==> config.mk <==
export PLATFORM = sky130hd
export DESIGN_NAME = demux_stream_dispatcher
export DESIGN_NICKNAME = d
export VERILOG_FILES = /design/src/rtl/dispatch_pkg.sv /design/src/rtl/demux_1to4.sv /design/src/rtl/rr_lane_pick.sv /design/src/rtl/demux_stream_dispatcher.sv
export SDC_FILE = /design/constraint.sdc
export NUM_CORES = 1
export LEC_CHECK = 0
export CAP_MARGIN = 5
export CORE_MARGIN = 8
export CORE_UTILIZATION = 25
export DETAILED_ROUTE_END_ITERATION = 7
export PLACE_DENSITY_LB_ADDON = 0.05
export RECOVER_POWER = 100
export SLEW_MARGIN = 40
export SYNTH_ARGS = -nofsm -noshare
export SYNTH_HDL_FRONTEND = slang
export SYNTH_SLANG_ARGS = --single-unit
==> constraint.sdc <==
create_clock -name clk -period 2.6 [get_ports clk]
set_clock_uncertainty 0.05 [all_clocks]
set_input_delay 0.39 -clock clk [delete_from_list [all_inputs] [get_ports clk]]
set_output_delay 0.39 -clock clk [all_outputs]
set_load 0.1 [all_outputs]
==> src/rtl/dispatch_pkg.sv <==
// dispatch_pkg: shared lane constants and state/mode encodings for the stream dispatcher.
package dispatch_pkg;
  localparam int NUM_LANES = 4;
  localparam int LANE_W = 2;
  typedef enum logic {IDLE, HOLD} state_t;
  typedef enum logic {MODE_RR = 1'b0, MODE_DEST = 1'b1} mode_t;
endpackage

==> src/rtl/demux_1to4.sv <==
// demux_1to4: steers a single data bit onto one of four outputs selected by s_i.
module demux_1to4 (
  input  logic       d_i,
  input  logic [1:0] s_i,
  output logic [3:0] y_o
);
  assign y_o = {3'b000, d_i} << s_i;
endmodule

==> src/rtl/rr_lane_pick.sv <==
// rr_lane_pick: first enabled lane starting at the pointer, scanning upward modulo NUM_LANES.
module rr_lane_pick
  import dispatch_pkg::*;
(
  input  logic [LANE_W-1:0]    ptr_i,
  input  logic [NUM_LANES-1:0] lane_en_i,
  output logic [LANE_W-1:0]    lane_o,
  output logic                 valid_o
);
  logic [2*NUM_LANES-1:0] dbl;
  logic [NUM_LANES-1:0]   rot;
  logic [LANE_W-1:0]      ofs;
  // rot[k] is the enable of lane (ptr+k) mod NUM_LANES
  assign dbl = {lane_en_i, lane_en_i};
  assign rot = NUM_LANES'(dbl >> ptr_i);
  always_comb begin
    ofs = rot[0] ? 2'd0 : rot[1] ? 2'd1 : rot[2] ? 2'd2 : 2'd3;
  end
  assign lane_o  = ptr_i + ofs;
  assign valid_o = |lane_en_i;
endmodule

==> src/rtl/demux_stream_dispatcher.sv <==
// demux_stream_dispatcher: holds one stream word and steers it to a lane by burst round-robin or explicit destination.
module demux_stream_dispatcher
  import dispatch_pkg::*;
#(
  parameter int DATA_W    = 8,
  parameter int BURST_LEN = 4
) (
  input  logic                 clk,
  input  logic                 rst_n,
  input  logic [DATA_W-1:0]    in_data,
  input  logic                 in_valid,
  output logic                 in_ready,
  input  logic [LANE_W-1:0]    in_dest,
  input  logic                 mode,
  input  logic [NUM_LANES-1:0] lane_en,
  output logic [DATA_W-1:0]    out_data,
  output logic [NUM_LANES-1:0] out_valid,
  input  logic [NUM_LANES-1:0] out_ready,
  output logic [LANE_W-1:0]    sel,
  output logic                 drop
);
  state_t             state_q, state_d;
  logic [DATA_W-1:0]  data_q, data_d;
  logic [LANE_W-1:0]  sel_q, sel_d, ptr_q, ptr_d, rr_lane, tgt;
  logic [7:0]         cnt_q, cnt_d, cnt_n;
  logic               drop_q, drop_d, hold, xfer, acc, keep, rr_ok, rr_upd, dest_mode, burst_end;
  rr_lane_pick u_pick (
    .ptr_i    (ptr_q),
    .lane_en_i(lane_en),
    .lane_o   (rr_lane),
    .valid_o  (rr_ok)
  );
  demux_1to4 u_demux (
    .d_i(hold),
    .s_i(sel_q),
    .y_o(out_valid)
  );
  assign dest_mode = mode_t'(mode) == MODE_DEST;
  assign hold      = state_q == HOLD;
  assign in_ready  = rst_n && (hold ? out_ready[sel_q] : (|lane_en || dest_mode));
  assign xfer      = hold && out_ready[sel_q];
  assign acc       = in_valid && in_ready;
  assign tgt       = dest_mode ? in_dest : rr_lane;
  assign keep      = dest_mode ? lane_en[in_dest] : rr_ok;
  assign rr_upd    = acc && !dest_mode && rr_ok;
  // a burst restarts whenever the round-robin target moves away from the pointer
  assign cnt_n     = (tgt != ptr_q) ? 8'd1 : cnt_q + 8'd1;
  assign burst_end = cnt_n == 8'(BURST_LEN);
  always_comb begin
    state_d = (acc && keep) ? HOLD : xfer ? IDLE : state_q;
    data_d  = (acc && keep) ? in_data : data_q;
    sel_d   = (acc && keep) ? tgt : sel_q;
    drop_d  = acc && !keep;
    ptr_d   = !rr_upd ? ptr_q : burst_end ? tgt + 2'd1 : tgt;
    cnt_d   = !rr_upd ? cnt_q : burst_end ? 8'd0 : cnt_n;
  end
  always_ff @(posedge clk or negedge rst_n) begin
    if (!rst_n) begin
      state_q <= IDLE;
      data_q  <= '0;
      sel_q   <= '0;
      drop_q  <= 1'b0;
      ptr_q   <= '0;
      cnt_q   <= '0;
    end else begin
      state_q <= state_d;
      data_q  <= data_d;
      sel_q   <= sel_d;
      drop_q  <= drop_d;
      ptr_q   <= ptr_d;
      cnt_q   <= cnt_d;
    end
  end
  assign out_data = data_q;
  assign sel      = sel_q;
  assign drop     = drop_q;
endmodule

Yosys cells after proc, flatten, opt, wreduce, memory -nomap -nowiden

Cells that the tools add are included.

Flip-flop bits (word level): 22
Bits of input ports: 22
Output and inout port bits: 16

$add $sub $neg: 3
Magnitude comparators: 2
Equality and inequality tests: 2
Shifts and indexed selects: 2
Muxes and demuxes: 15
Reductions and logical operators: 12

Operators by type and width:

| kind                                                                          | number |
|---|---|
| 8-bit two-way mux                                                             | 2 |
| 8-bit by 1-bit adder with 8-bit output (second input constant)                | 1 |
| 8-bit by 3-bit == test with 1-bit output (second input constant)              | 1 |
| 2-bit two-way mux                                                             | 4 |
| 8-bit by 2-bit >> shifter with 3-bit output                                   | 1 |
| 1-bit logical AND                                                             | 7 |
| 1-bit two-way mux                                                             | 7 |
| 2-bit by 3-bit less-than comparator with 1-bit output (second input constant) | 2 |
| 1-bit binary-select mux with 2-bit select                                     | 2 |
| 4-bit OR reduction                                                            | 1 |
| 1-bit by 2-bit << shifter with 4-bit output                                   | 1 |
| 2-bit by 1-bit adder with 2-bit output (second input constant)                | 1 |
| 2-bit adder                                                                   | 1 |
| 1-bit logical NOT                                                             | 2 |
| 2-bit inequality test                                                         | 1 |
| 2-bit nonzero test                                                            | 1 |
| 1-bit logical OR                                                              | 1 |

Longest topological paths before layout

Depth after elaboration: 10
Depth in mapped cells: 13
Gate-level depth less buffers: 12

By module

Synthesis repeated with hierarchy kept, for this count alone.

Cell total of the unflattened synthesis: 135
Area total of the unflattened synthesis: 1,412.6 um^2

By module, submodules not included:

| module                  | instances | cells an instance | area each (um^2) |
|---|---|---|---|
| demux_stream_dispatcher | 1         | 108               | 1,202.4 |
| rr_lane_pick            | 1         | 23                | 172.7 |
| demux_1to4              | 1         | 4                 | 37.5 |

Least setup slack after synthesis

No wires, ideal clock.

Path kind: register to output
Start point: reg sel_q[1] (netlist: sel[1])
End point: out out_valid[0]
Arrival time: 3.150 ns
Data required time: 2.160 ns
Path slack: -0.990 ns
Cell stages (with the launch flop): 2
Cell sequence: dfrtp_1 > nor3b_1

Longest elaborated chain between the ends: 1

RTL lines:

| element                                     | line                          | source |
|---|---|---|
| start, declared                             | demux_stream_dispatcher.sv:24 | `logic [LANE_W-1:0] sel_q, sel_d, ptr_q, ptr_d, rr_lane, tgt;` |
| start signal, assigned                      | demux_stream_dispatcher.sv:68 | `sel_q <= sel_d;` |
| 1-bit by 2-bit << shifter with 4-bit output | demux_1to4.sv:7               | `assign y_o = {3'b000, d_i} << s_i;` |
| end, declared                               | demux_stream_dispatcher.sv:17 | `output logic [NUM_LANES-1:0] out_valid,` |

Every way passes these cells.

Final worst setup path

Start point: reg ptr_q[1]
End point: reg ptr_q[0]

Longest elaborated chain between the ends: 10
Elaborated cells on any way between the ends: 11
Classes of those cells: 2 x add/sub; 2 x eq/ne; 1 x shift; 6 x mux

RTL lines:

| element                                     | line                          | source |
|---|---|---|
| start, declared                             | demux_stream_dispatcher.sv:24 |  |
| start signal, assigned                      | demux_stream_dispatcher.sv:70 | `ptr_q <= ptr_d;` |
| 8-bit by 2-bit >> shifter with 3-bit output | rr_lane_pick.sv:15            | `assign rot = NUM_LANES'(dbl >> ptr_i);` |
| 1-bit two-way mux                           | rr_lane_pick.sv:17            | `ofs = rot[0] ? 2'd0 : rot[1] ? 2'd1 : rot[2] ? 2'd2 : 2'd3;` |
| 2-bit two-way mux (2 in series)             | rr_lane_pick.sv:17            |  |
| 2-bit adder                                 | rr_lane_pick.sv:19            | `assign lane_o = ptr_i + ofs;` |
| 2-bit two-way mux                           | demux_stream_dispatcher.sv:43 | `assign tgt = dest_mode ? in_dest : rr_lane;` |
| 2-bit inequality test                       | demux_stream_dispatcher.sv:47 | `assign cnt_n = (tgt != ptr_q) ? 8'd1 : cnt_q + 8'd1;` |
| 8-bit two-way mux                           | demux_stream_dispatcher.sv:47 |  |
| 8-bit by 3-bit == test with 1-bit output    | demux_stream_dispatcher.sv:48 | `assign burst_end = cnt_n == 8'(BURST_LEN);` |
| 2-bit two-way mux *                         | demux_stream_dispatcher.sv:54 | `ptr_d = !rr_upd ? ptr_q : burst_end ? tgt + 2'd1 : tgt;` |

Mark *: on every way between the ends. The rest lies on a longest branch, timed or not.
A chain may end at the register's enable or synchronous reset.

==> impl_metrics.tcl <==
set metrics [dict create \
    status "completed" \
    synth_cell_types 54 \
    place_congestion 0.856 \
    power_density_nw_per_um2 1110 \
    synthCells 150 \
    setup-violations-final 0 \
    relSlewSlack_pct 21.0 \
    cp_max_fo 5 \
    grt_max_degree 25 \
    start_kind "flip-flop" \
    cts_buffers 3 \
    place_ws_ns -0.343 \
    placed_cells 280 \
    rows 28 \
    drtPass1Iterations 4 \
    hold_viol 0 \
    synth_area_um2 1490 \
    drt_iter0_drc 99 \
    die_h_um 93.1 \
    period_needed_ns 2.58 \
    tritoncts "yes" \
    layout-drive-gt1-share_pct 32.2 \
    routedWlPerCell_um 14.6 \
    ant_nets 0 \
    cp-endpoint "ptr_q[0]" \
    cp.required_ns 2.72 \
    yosys-top-cells-area "dfrtp_1, mux2_4, nand2_1" \
    grt_pass1_wl_um 6870 \
    path_clk_slew_ns 0.08 \
    grt_pass1_vias 1393 \
    yosysSeqAreaShare_pct 37.0 \
    start_util_pct 25.4 \
    setup_slack_ns 0.0180 \
    cp-startpoint "ptr_q[1]" \
    num-nets-final 239 \
    drc 0 \
    core_um2 5850 \
    synth_top_area_cell "dfrtp_1" \
    max_freq_mhz 387 \
    clock_latency_ns 0.25 \
    p_leak_nw 0.915 \
    syn_nets 174 \
    io_pins 38 \
    report.final.slew_viol_count 0 \
    via_per_inst 4.77 \
    grt.overflow.total 0 \
    worstPathArrival_ns 2.70 \
    h-tree-depth 1 \
    dieArea_um2 8670 \
    rsz0062_at_grt "true" \
    critPathCaptureType "flip-flop" \
    synth_ff_type "dfrtp_1" \
    syn_avg_cell_area_um2 9.91 \
    clockRootBuffer "clkbuf_8" \
    vias 1379 \
    ys_warn_count 0 \
    grt_usage_pct 9.60 \
    r2r-start "ptr_q[1]" \
    insertedDiodeCount 0 \
    chipWidth_um 93.1 \
    whs_path_depth 1 \
    yosys-top-cells-count "dfrtp_1, nand2_1, nor2_1" \
    cts.sinks 22 \
    maxCapViolCount 0 \
    worst_slew_pin_slew_ns 1.19 \
    reg2reg_depth 12 \
    fin_util_pct 36.8 \
    synth_most_common_cell "dfrtp_1" \
    ff2ff_setup_slack_ns 0.02 \
    syn_to_final_growth_pct 44.7 \
    synth_edf_count 0 \
    peakVddDrop_v 0.000535 \
    fin_crit_sh_pct 99.3 \
    r2r-end "ptr_q[0]" \
    synth_async_sr_flop_share_pct 100 \
    hold_path.class "reg2reg" \
    synth_top_area_share_pct 37.0 \
    instances_no_fill 289 \
    port_buffers 37 \
    ys_ff_latch 22 \
    antenna_found_initial 0 \
    crit_type "reg2reg" \
    clockBufferDepth 2 \
    drt_wl_total_um 4210 \
    hpwlAfterDp_um 3200 \
]
[stage by stage]
step	power (mW)	setup TNS [ns]	hold slack (ns)	area [µm²]
final	2.40	0	0.456	2150
after global routing	2.55	-0.448	0.480	2150
after CTS	2.41	0	0.470	2140
after detailed placement	2.17	-2.20	0.444	2080
after global placement	2.16	-2.60	0.449	2080
after floorplan	1.71	0	0.0444	1500
[worst min path at each step]
| stage | start | to | slack (ns) |
|---|---|---|---|
| 2_1_floorplan | rst_n | cnt_q[0] | 0.04 |
| 3_3_place_gp | out_data[7] | out_data[7] | 0.45 |
| 3_5_place_dp | out_data[5] | out_data[5] | 0.44 |
| 4_1_cts | out_data[0] | out_data[0] | 0.47 |
| 5_1_grt | out_data[4] | out_data[4] | 0.48 |
| 6_report | out_data[4] | out_data[4] | 0.46 |
[timing repair]
action	CTS	global route
setup buffers	1	4
endpoints found under the setup margin	5	7
hold buffers	0	0
resized for setup	5	15
endpoints found under the hold margin	0	0
pin swaps	3	10
[report_power, final]
part           internal [mW]  switching [mW]
Sequential             0.459           0.135
Clock                  0.109           0.104
Combinational          0.548            1.04
[placed cells by master (no fill, tap or decap), types with 3 or more instances in the layout]
cell type,n
nand3_1,6
nand2b_1,3
clkbuf_2,4
buf_4,24
clkbuf_8,3
a22o_1,3
clkdlybuf4s50_1,15
clkbuf_1,12
nor3b_2,3
nor3_1,4
nor2_2,3
inv_1,3
a21oi_1,8
and3_1,3
o21ai_0,4
mux2_4,6
nand2_1,14
dfrtp_2,3
dfrtp_1,19
nor2_1,10
[cell families (layout without fill, tap and decap cells)]
group,count (synthesis),in the layout,synth area share [%]
compound gates,33,33,15.6
flops,22,22,37.0
fa+ha+maj,2,2,1.68
buf+inv,9,73,3.87
mux,12,12,12.5
simple gates,68,68,26.9
xor+xnor,4,4,2.36
[flip-flops by register name, indices dropped and copies added (netlist names)]
signal / cells
cnt_q: 8
out_data: 8
ptr_q: 2
sel: 2
drop: 1
hold: 1
[worst max-delay path, cell delays in order, from the launching register on]
cell and delay (ns):
dfrtp_2 0.45, and2b_1 0.22, inv_1 0.04, a21oi_1 0.12, a21oi_1 0.07, o21ai_1 0.09
ha_2 0.26, buf_6 0.12, nor3_2 0.03, o211ai_1 0.28, nand3_2 0.12, or4_4 0.56
o311ai_4 0.09
[routing by layer]
metal / global-route usage (%) / part of all wire, % / up-vias
li1: - / - / 685
met5: 0 / 0 / -
met2: 16.4 / 48 / 27
met1: 11.8 / 45 / 665
met4: 1.21 / 0.33 / 0
met3: 2.96 / 6.0 / 2
[final cells by class]
type                    instances  area [µm²]
fillers                       598        3700
flip-flops and latches         22         554
repair buffers                 65         512
clock buffers                   4        45.0
well taps                      75        93.8
multi-input cells             119         931
inverters                       4        15.0
(Power assumes the default switching activity.)
